==> config.mk <==
export PLATFORM = sky130hd
export DESIGN_NAME = lbp_img_host
export DESIGN_NICKNAME = d
export VERILOG_FILES = /design/src/rtl/lbp_img_host.sv
export SDC_FILE = /design/constraint.sdc
export NUM_CORES = 1
export LEC_CHECK = 0
export CORE_MARGIN = 1
export CORE_UTILIZATION = 43
export CTS_CLUSTER_SIZE = 30
export DETAILED_ROUTE_END_ITERATION = 8
export PLACE_DENSITY = 0.92
export SLEW_MARGIN = 25
export SYNTH_ARGS = -nofsm -noshare
export SYNTH_HDL_FRONTEND = slang
export SYNTH_SLANG_ARGS = --single-unit
==> constraint.sdc <==
create_clock -name clk -period 4.8 [get_ports clk]
set_clock_uncertainty 0.1 [all_clocks]
set_input_delay 1.2 -clock clk [delete_from_list [all_inputs] [get_ports clk]]
set_output_delay 1.2 -clock clk [all_outputs]
set_load 0.02 [all_outputs]
==> src/rtl/lbp_img_host.sv <==
// Host side of the LBP engine memory interface: loads the gray image into the gray SRAM,
// serves engine reads, forwards result writes and reports done/err.
module lbp_img_host #(
  parameter int unsigned IMG_W = 128,
  parameter int unsigned IMG_H = 128,
  parameter int unsigned AW    = 14
) (
  input  logic          clk,
  input  logic          reset,
  input  logic          img_valid,
  input  logic [7:0]    img_data,
  output logic [AW-1:0] gsram_addr,
  output logic          gsram_we,
  output logic [7:0]    gsram_wdata,
  input  logic [7:0]    gsram_rdata,
  output logic          gray_ready,
  input  logic          gray_req,
  input  logic [AW-1:0] gray_addr,
  output logic [7:0]    gray_data,
  input  logic          lbp_valid,
  input  logic [AW-1:0] lbp_addr,
  input  logic [7:0]    lbp_data,
  output logic [AW-1:0] lsram_addr,
  output logic          lsram_we,
  output logic [7:0]    lsram_wdata,
  input  logic          finish,
  output logic          done,
  output logic          err,
  output logic [AW:0]   lbp_count
);

  localparam int unsigned NPIX = IMG_W * IMG_H;
  localparam int unsigned CW   = $clog2(IMG_W);

  localparam logic [AW:0]    NPIX_W    = (AW+1)'(NPIX);
  localparam logic [AW:0]    EXP_CNT   = (AW+1)'((IMG_W - 2) * (IMG_H - 2));
  localparam logic [AW:0]    CNT_MAX   = '1;
  localparam logic [AW-1:0]  LAST_LOAD = AW'(NPIX - 1);
  localparam logic [AW-1:0]  LAST_ROW  = AW'(IMG_H - 1);
  localparam logic [CW-1:0]  LAST_COL  = CW'(IMG_W - 1);

  localparam logic [1:0] LOAD  = 2'd0;
  localparam logic [1:0] SERVE = 2'd1;
  localparam logic [1:0] DONE  = 2'd2;

  logic [1:0]    state, state_d;
  logic [AW-1:0] load_cnt;
  logic          rd_pend;
  logic [7:0]    hold;

  logic          in_load, in_serve, in_done;
  logic          load_wr, load_last, rd_issue, lbp_wr;
  logic [AW-1:0] row;
  logic [CW-1:0] col;
  logic          border, cnt_sat;
  logic [AW:0]   cnt_next;
  logic          err_set;

  always_comb begin
    in_load  = (state == LOAD);
    in_serve = (state == SERVE);
    in_done  = (state == DONE);
    // Strobes are gated by reset so the SRAMs see no write while reset is held.
    load_wr   = in_load & img_valid & ~reset;
    load_last = load_wr & (load_cnt == LAST_LOAD);
    rd_issue  = in_serve & gray_req;
    lbp_wr    = in_serve & lbp_valid & ~reset;
  end

  always_comb begin
    gsram_we    = load_wr;
    gsram_wdata = img_data;
    gsram_addr  = rd_issue ? gray_addr : load_cnt;
    lsram_we    = lbp_wr;
    lsram_addr  = lbp_addr;
    lsram_wdata = lbp_data;
    gray_data   = rd_pend ? gsram_rdata : hold;
  end

  always_comb begin
    row      = lbp_addr >> CW;
    col      = lbp_addr[CW-1:0];
    border   = (row == '0) | (row >= LAST_ROW) | (col == '0) | (col == LAST_COL);
    cnt_sat  = (lbp_count == CNT_MAX);
    cnt_next = lbp_count + {{AW{1'b0}}, (lbp_wr & ~cnt_sat)};
    err_set  = (in_load & gray_req)
             | (rd_issue & ({1'b0, gray_addr} >= NPIX_W))
             | (lbp_wr & border)
             | (lbp_wr & (cnt_next == CNT_MAX))
             | (in_serve & finish & (cnt_next != EXP_CNT))
             | (in_done & (gray_req | lbp_valid));
  end

  always_comb begin
    state_d = state;
    case (state)
      LOAD:    if (load_last) state_d = SERVE;
      SERVE:   if (finish) state_d = DONE;
      DONE:    state_d = DONE;
      default: state_d = LOAD;
    endcase
  end

  always_ff @(posedge clk or posedge reset) begin
    if (reset) begin
      state      <= LOAD;
      load_cnt   <= '0;
      gray_ready <= 1'b0;
      rd_pend    <= 1'b0;
      hold       <= '0;
      done       <= 1'b0;
      err        <= 1'b0;
      lbp_count  <= '0;
    end else begin
      state   <= state_d;
      rd_pend <= rd_issue;
      if (load_wr) load_cnt <= load_cnt + 1'b1;
      if (load_last) begin
        gray_ready <= 1'b1;
      end else if (in_serve & finish) begin
        gray_ready <= 1'b0;
      end
      if (rd_pend) hold <= gsram_rdata;
      if (in_serve & finish) done <= 1'b1;
      if (err_set) err <= 1'b1;
      lbp_count <= cnt_next;
    end
  end

endmodule
==> flow_metrics.tcl <==
set metrics [dict create \
    crit_type "input pin to primary output" \
    synthTopCellsByArea "dfrtp_1 (43%), mux2_2 (10%), buf_4 (9.6%), xnor2_1 (7.0%), ha_1 (3.5%)" \
    vias 1904 \
    slew_viol_final 0 \
    dr.pass1.iters 4 \
    hold_viol_final 0 \
    fp-row-count 27 \
    grt_max_degree 44 \
    area_growth_pct 37.4 \
    seq_area_frac_synth_pct 42.9 \
    initial_core_util_pct 45.0 \
    slew_headroom_pct 63.8 \
    period_share_pct 86.4 \
    ir_drop_mv 0.225 \
    netlist.area_leader.share_pct 42.9 \
    nFillCells 447 \
    setup_viol 0 \
    antenna_found_initial 0 \
    core_sq_um 5570 \
    vias_per_cell 5.12 \
    cts_hold_buf 0 \
    grt_first_pass_wirelength_um 9180 \
    critical_path.max_fanout 15 \
    clk_latency_ns 0.30 \
    gp_congestion 0.848 \
    grt_pass1_vias 1921 \
    dieArea_sq_um 6150 \
    syn_nets 294 \
    holdCritStartpoint "gray_ready" \
    syn_avg_cell_area_sq_um 11.0 \
    synthDistinctLibCells 38 \
    synth_seq_cells 43 \
    nets 364 \
    grt_util_all_layers_pct 19.3 \
    wl_um 5440 \
    cts_buffer_depth 2 \
    hpwl_um 4240 \
    cts_setup_buffers 0 \
    setup_tns_ns 0 \
    cap_violations 0 \
    wl_per_cell_um 14.6 \
    die_h_um 78.4 \
    fmax_mhz 241 \
    cts_buffers 5 \
    ios 130 \
    io_buffers 97 \
    cp.required_ns 3.50 \
    tightest_slew_ns 0.543 \
    yosysTopAreaCell "dfrtp_1" \
    critPathArrivalTime_ns 2.85 \
    critPathLaunchType "input pin" \
    overflow 0 \
    cts_sinks 43 \
    yosys_warnings 0 \
    hold_class "flip-flop to flip-flop" \
    synthCells 229 \
    cts_max_level 2 \
    die_w_um 78.4 \
    drtIter0Drc 82 \
    cts_tree "built" \
    syn_area_sq_um 2510 \
    timing.rr.start "lbp_count[4]" \
    num_antenna_cells 0 \
    p_leak_uw 0.00152 \
    remaining_drc_errors 0 \
    final_util_pct 61.9 \
    period_minus_slack_ns 4.15 \
    cp-end-kind "primary output" \
    clk_pin_slew_ns 0.07 \
    ant_nets 0 \
    layout-drive-gt1-share_pct 15.0 \
    rsz0062_at_grt "no" \
    cts-root-buf "clkbuf_8" \
    p_per_area_nw_per_um2 266 \
    startpoint "gray_req" \
    postCtsResizedCells 0 \
    status "finished, final reports clean" \
]
-- final timing paths --
kind | endpoint | slack [ns] | depth (start not counted)
setup / recovery | gsram_addr[10] | 0.65 | 5
hold / removal | gray_ready | 0.39 | 2
setup reg to reg | err | 1.75 | 12
hold reg to reg | gray_ready | 0.39 | 2
max in group asynchronous | done | 2.95 | 3
min in group asynchronous | load_cnt[10] | 1.28 | 3
-- area by class of cell --
class | count | area [sq um] | area share (%)
multi-input cells | 141 | 1140 | 33.2
clock inverters | 2 | 35.0 | 1.02
flip-flops and latches | 43 | 1080 | 31.2
well taps | 72 | 90.1 | 2.61
inverters | 9 | 33.8 | 0.980
clock buffers | 6 | 82.6 | 2.39
repair buffers | 99 | 986 | 28.6
-- where the power goes --
part	total (uW)	switching (uW)	internal (uW)
clock network	292	123	168
logic	203	86.6	117
registers	421	36.3	385
total	916	246	670
-- synth_stat cells (all sizes together) --
library cell / count
a41oi: 2
mux2: 25
dfrtp: 43
and3b: 1
ha: 7
nand3b: 1
a22o: 1
nand4b: 1
nand2: 14
nor3: 4
nor2b: 2
nand4: 11
a21oi: 4
o211ai: 1
buf: 32
clkbuf: 4
and4bb: 1
nor4: 6
and3: 3
nor2: 10
and4: 3
xor2: 8
nand3: 13
inv: 9
nor4b: 1
nand2b: 1
a211oi: 1
xnor2: 20
-- cells by family (layout without fill, tap and decap cells) --
family,Yosys count,after routing,share of synthesized area [%]
and+or+nand+nor,72,72,18.1
buffers and inverters,45,116,11.5
DFF,43,43,42.9
xor gates and xnor gates,28,28,10.1
muxes,25,25,11.5
AOI/OAI and AO/OA,9,9,2.44
adders and majority gates,7,7,3.49
-- critical path: stages --
cell and delay [ns]:
clkdlybuf4s50_1 0.43, nand2_1 0.08, buf_4 0.22, mux2_2 0.36, clkdlybuf4s50_1 0.55
-- registers in the layout, indices dropped and copies added, names as in the netlist --
signal	flops
done	1
err	1
gray_ready	1
hold	8
lbp_count	15
load_cnt	14
rd_pend	1
state	2
-- per-layer routing --
layer	vias up	wire (um)	GRT usage, %
met5	-	0	0
met4	0	83	7.78
met3	14	298	4.77
met2	75	2810	32.8
met1	909	2250	23.3
li1	906	-	-
-- cell usage in the layout (no fill, tap or decap), types with 7 or more instances in the layout --
cell type,synthesis,routed
clkdlybuf4s50_1,0,97
dfrtp_1,43,43
mux2_2,23,23
xnor2_1,20,20
nand2_1,14,14
nand3_1,11,11
nor2_1,10,10
nand4_1,9,9
inv_1,9,8
xor2_1,7,7
ha_1,7,7
-- stage by stage --
stage / total power [uW] / worst slack, ns / hold slack (ns) / instance area (sq um) / instances
final: 916 / 0.653 / 0.391 / 3450 / 372
after global routing: 964 / 0.590 / 0.413 / 3450 / 372
after CTS: 925 / 0.645 / 0.395 / 3450 / 372
after detailed placement: 634 / 0.647 / 0.377 / 3330 / 364
after global placement: 625 / 0.680 / 0.352 / 3330 / 364
after floorplan: 552 / 1.37 / 0.351 / 2510 / 229
Power figures use the tool's default switching activity.
